[config.mk]
export PLATFORM = sky130hd
export DESIGN_NAME = note_sequencer
export DESIGN_NICKNAME = d
export VERILOG_FILES = /design/src/rtl/note_sequencer.sv
export SDC_FILE = /design/constraint.sdc
export NUM_CORES = 1
export LEC_CHECK = 0
export ABC_AREA = 1
export CORE_ASPECT_RATIO = 1.1
export CORE_MARGIN = 1.5
export CORE_UTILIZATION = 55
export DETAILED_ROUTE_END_ITERATION = 8
export DONT_BUFFER_PORTS = 1
export GPL_ROUTABILITY_DRIVEN = 0
export MAX_ROUTING_LAYER = met4
export PLACE_DENSITY = 0.83
export SYNTH_ARGS = -nofsm -noshare
export SYNTH_HDL_FRONTEND = slang
export SYNTH_SLANG_ARGS = --single-unit
[constraint.sdc]
create_clock -name clk -period 2.7 [get_ports clk]
set_clock_uncertainty 0.1 [all_clocks]
set_input_delay 0.54 -clock clk [delete_from_list [all_inputs] [get_ports clk]]
set_output_delay 0.54 -clock clk [all_outputs]
set_load 0.05 [all_outputs]
[src/rtl/note_sequencer.sv]
// note_sequencer: loops over a short pattern of notes and drives synth.osc_count / synth.trig.
// Ports: clk/rstn (sync active-low), wr_en/wr_addr/wr_data pattern write, run/length/tempo
//   playback control; osc_count, trig, step and step_strobe outputs, all registered.
// Optional build macro SEQ_REST_EN: a gate flag of 0 makes that step a rest (trig stays low).
module note_sequencer #(
  parameter int STEPS    = 16,
  parameter int TICK_DIV = 65536,
  localparam int AW      = $clog2(STEPS)
) (
  input  logic          clk,
  input  logic          rstn,
  input  logic          wr_en,
  input  logic [AW-1:0] wr_addr,
  input  logic [12:0]   wr_data,
  input  logic          run,
  input  logic [AW-1:0] length,
  input  logic [7:0]    tempo,
  output logic [11:0]   osc_count,
  output logic          trig,
  output logic [AW-1:0] step,
  output logic          step_strobe
);

  localparam int PW = (TICK_DIV > 1) ? $clog2(TICK_DIV) : 1;
  localparam logic [PW-1:0] PS_LAST = PW'(TICK_DIV - 1);

`ifdef SEQ_REST_EN
  localparam int MW = 13;
`else
  localparam int MW = 12;
  // The gate flag has no meaning in this build and is dropped at the write port.
  logic unused_gate;
  assign unused_gate = wr_data[12];
`endif

  typedef enum logic [1:0] {S_IDLE, S_GATE, S_LOW} state_t;

  logic [MW-1:0] mem [STEPS];
  state_t        state;
  logic [PW-1:0] presc;
  logic [8:0]    tick_cnt;   // ticks elapsed since the current step loaded
  logic [8:0]    step_len;   // T, 16..256
  logic [7:0]    gate_len;   // G = T>>1, 8..128

  logic          tick;
  logic [8:0]    tick_next;
  logic          gate_done;
  logic          step_done;
  logic          load_en;
  logic [AW-1:0] load_idx;
  logic [MW-1:0] load_ent;
  logic [7:0]    tempo_c;
  logic [8:0]    len_new;

  always_comb begin
    tick      = (presc == PS_LAST);
    tick_next = tick_cnt + 9'd1;
    gate_done = tick && (tick_next == {1'b0, gate_len});
    step_done = tick && (tick_next == step_len);
    load_en   = (state == S_IDLE) || ((state == S_LOW) && step_done);
    // Using >= rather than == also wraps when length was lowered below the current step.
    if ((state == S_IDLE) || (step >= length)) begin
      load_idx = '0;
    end else begin
      load_idx = step + AW'(1);
    end
    // A write to the entry being loaded this cycle is forwarded straight through.
    if (wr_en && (wr_addr == load_idx)) begin
      load_ent = wr_data[MW-1:0];
    end else begin
      load_ent = mem[load_idx];
    end
    // Minimum 16 ticks per step keeps both trig phases >= 8 ticks for the synth's synchronizer.
    tempo_c = (tempo < 8'd15) ? 8'd15 : tempo;
    len_new = {1'b0, tempo_c} + 9'd1;
  end

  always_ff @(posedge clk) begin
    if (!rstn) begin
      for (int i = 0; i < STEPS; i++) begin
        mem[i] <= '0;
      end
      state       <= S_IDLE;
      presc       <= '0;
      tick_cnt    <= '0;
      step_len    <= '0;
      gate_len    <= '0;
      osc_count   <= '0;
      trig        <= 1'b0;
      step        <= '0;
      step_strobe <= 1'b0;
    end else begin
      if (wr_en) begin
        mem[wr_addr] <= wr_data[MW-1:0];
      end
      step_strobe <= 1'b0;
      if (!run) begin
        // Stop wins over a load in the same cycle; osc_count is left as it was.
        state    <= S_IDLE;
        presc    <= '0;
        tick_cnt <= '0;
        trig     <= 1'b0;
        step     <= '0;
      end else if (load_en) begin
        state       <= S_GATE;
        presc       <= '0;
        tick_cnt    <= '0;
        step        <= load_idx;
        osc_count   <= load_ent[11:0];
        step_len    <= len_new;
        gate_len    <= len_new[8:1];
        step_strobe <= 1'b1;
`ifdef SEQ_REST_EN
        trig        <= load_ent[12];
`else
        trig        <= 1'b1;
`endif
      end else begin
        presc <= tick ? '0 : presc + PW'(1);
        if (tick) begin
          tick_cnt <= tick_next;
        end
        if ((state == S_GATE) && gate_done) begin
          state <= S_LOW;
          trig  <= 1'b0;
        end
      end
    end
  end

endmodule

==> results.py <==
metrics = {
    "run_status": {
        "status": "completed",
    },
    "routing": {
        "first_pass_iters": 6,
        "top_layer_used": "met4",
        "drc": 0,
        "vias_per_cell": 5.79,
        "wire_per_inst_microns": 17.6,
        "met3_length_microns": 3320,
        "vias": 10400,
        "drtIter0Drc": 1262,
        "drt_wl_total_microns": 31700,
        "ant_nets": 0,
        "wl_met2_microns": 15400,
        "met1_length_microns": 11500,
    },
    "cts": {
        "cts_setup_buffers": 0,
        "cts_resized": 0,
        "cts_buffers": 26,
        "holdBufCountCts": 0,
        "htreeDepth": 1,
        "clock-sinks": 245,
        "clk_path_buf_depth": 3,
        "path_clk_slew_ns": 0.06,
        "clk_latency_ns": 0.53,
        "cts_tree": "done",
        "cts-root-buf": "clkbuf_16",
    },
    "finish": {
        "layout_commonest_cell": "nor2_1",
        "antenna_cells": 0,
        "final_cell_mix": "nor2_1 (387), nand2_1 (222), edfxtp_1 (192), nand3_1 (148), inv_1 (141)",
        "multiInputGateArea_sq_um": 4660,
        "seq_area_sq_um": 6830,
        "final_nets": 1528,
        "synthToLayoutAreaGrowth_pct": 11.8,
        "drive_gt1_share_pct": 10.6,
        "layout.cells.non_filler": 1802,
        "fill_cells": 1698,
    },
    "grt": {
        "grt_start_max_net_pins": 64,
        "grt_pass1_vias": 10100,
        "grt_pass1_wl_microns": 50200,
        "antenna_found_initial": 0,
        "grt_usage_pct": 27.7,
        "grt_overflow": 0,
    },
    "timing": {
        "fin_crit_ns": 2.61,
        "worst_pin_slew_ns": 0.845,
        "post-route-period-util_pct": 96.7,
        "setup_viol": 0,
        "max_clock_freq_ghz": 0.383,
        "finalHoldViolations": 0,
        "slew_violations": 0,
        "maxSlewHeadroom_pct": 43.3,
    },
    "setup_path": {
        "end_kind": "flop",
        "crit_type": "reg -> reg",
        "crit_path_start_kind": "flop",
        "arrival_ns": 2.91,
        "worstPathRequired_ns": 3.00,
        "worst-path-max-fanout": 28,
    },
    "pwr": {
        "netSwitchingFraction_pct": 23.5,
        "power.leakage_nw": 5.92,
        "ir_drop_mv": 0.340,
        "intPower_w": 0.00678,
        "p_seq_share_pct": 49.3,
        "pwr-share-comb_pct": 7.4,
        "fin_total_pwr_w": 0.00886,
        "clkPwrFrac_pct": 43.3,
        "p_switching_w": 0.00208,
        "powerDensity_nw_per_um2": 636,
    },
    "floorplan": {
        "chipHeight_microns": 161,
        "dieWidth_microns": 147,
        "ioPinCount": 51,
        "placementRows": 57,
        "initial_core_util_pct": 56.2,
        "core_sq_um": 22200,
        "die_area_sq_um": 23600,
    },
    "synth": {
        "avgSynthCellArea_sq_um": 8.32,
        "netlist-cell-type-count": 42,
        "ys_warn_count": 0,
        "synth_fp_nets": 1538,
        "synth-seq-cells": 245,
        "synth-seq-area-share_pct": 54.8,
        "netlist_area_sq_um": 12500,
        "netlist_instances": 1497,
    },
    "placement": {
        "dpl.hpwl_microns": 21000,
        "dpl.cell_count": 1754,
        "port_buffers": 0,
    },
    "hold_path": {
        "hold_path.class": "in -> reg",
    },
    "job": {
        "drv_cap": 0,
    },
}
[final timing paths]
check,start,end,slack [ns],cells past startpoint
worst max-delay path,step[0],osc_count[1],0.09,18
worst min-delay path,rstn,step_len[1],0.07,2
worst max register to register,step[0],osc_count[1],0.09,18
worst min register to register,presc[0],presc[0],0.35,1
[layer usage]
metal | GRT usage, % | vias to the layer above
met5 | - | -
li1 | - | 4864
met2 | 46.1 | 609
met3 | 6.11 | 121
met1 | 31.6 | 4836
met4 | 14.0 | 0
[critical path: stages (launching register included)]
cell and delay, ns:
dfxtp_4 0.34, inv_2 0.10, ha_1 0.24, inv_1 0.06, nand2_1 0.04, nand2_1 0.05
nand2_1 0.08, nand2_4 0.12, buf_4 0.19, buf_12 0.18, nand4_1 0.10, nand3_1 0.14
nand3_1 0.10, nand3_1 0.16, nand2_1 0.08, nor2_1 0.14, nor2_1 0.08, nor2_1 0.13
nor2_1 0.06
[metrics by stage]
stage	setup slack, ns	hold WS [ns]	utilization (%)	instance area, sq um	setup TNS [ns]
CTS	0.00195	0.0534	62.7	13900	0
finish	0.0904	0.0713	62.8	13900	0
detailed placement	-0.146	0.346	58.5	13000	-1.28
global route	-0.0212	0.0707	62.8	13900	-0.0616
floorplan	0.00670	0.317	-	12500	0
global placement	-0.0350	0.330	58.5	13000	-0.211
[power groups by stage]
stage                     clock, W  sequential [W]  combinational [W]
final                      0.00383         0.00437           0.000657
after global routing       0.00400         0.00439           0.000716
after CTS                  0.00385         0.00437           0.000639
after detailed placement         0         0.00445           0.000627
after global placement           0         0.00444           0.000609
after floorplan                  0         0.00443           0.000444
[sequential cells by signal, summed over array words and instances (netlist names)]
name,flops
mem,192
presc,16
osc_count,12
step_len,9
tick_cnt,9
step,4
state,1
step_strobe,1
trig,1
[cells in the mapped netlist, drive strengths merged]
cell type | number | area share, %
inv | 150 | 4.5
nor2 | 395 | 12
ha | 8 | 0.80
a21oi | 35 | 1.5
buf | 29 | 1.2
and3 | 1 | 0.050
xnor2 | 5 | 0.35
clkbuf | 66 | 2.0
a31oi | 1 | 0.050
dfxtp | 53 | 8.5
nand4 | 65 | 3.4
nor3b | 2 | 0.12
nand3 | 154 | 6.4
xor2 | 13 | 0.91
a21boi | 12 | 0.72
nor3 | 12 | 0.65
edfxtp | 192 | 46
or3 | 1 | 0.050
o21ai | 38 | 1.6
nand2 | 232 | 7.2
nor4 | 2 | 0.10
or2 | 17 | 0.85
o21bai | 1 | 0.060
o22ai | 1 | 0.050
clkinv | 12 | 0.36
[cell type report]
class | instances | share of cell area, %
flip-flops and latches | 245 | 49.0
clock inverters | 13 | 1.29
inverters | 162 | 4.36
well taps | 295 | 2.65
multi-input cells | 995 | 33.4
clock buffers | 35 | 5.39
repair buffers | 57 | 3.88
[logic make-up after synthesis]
family	count (synthesis)	synth area share, %
xor+xnor	18	1.27
flops	245	54.8
compound gates	88	3.91
buf+inv	257	8.10
simple gates	881	31.1
fa+ha+maj	8	0.803
(Power assumes the default switching activity.)
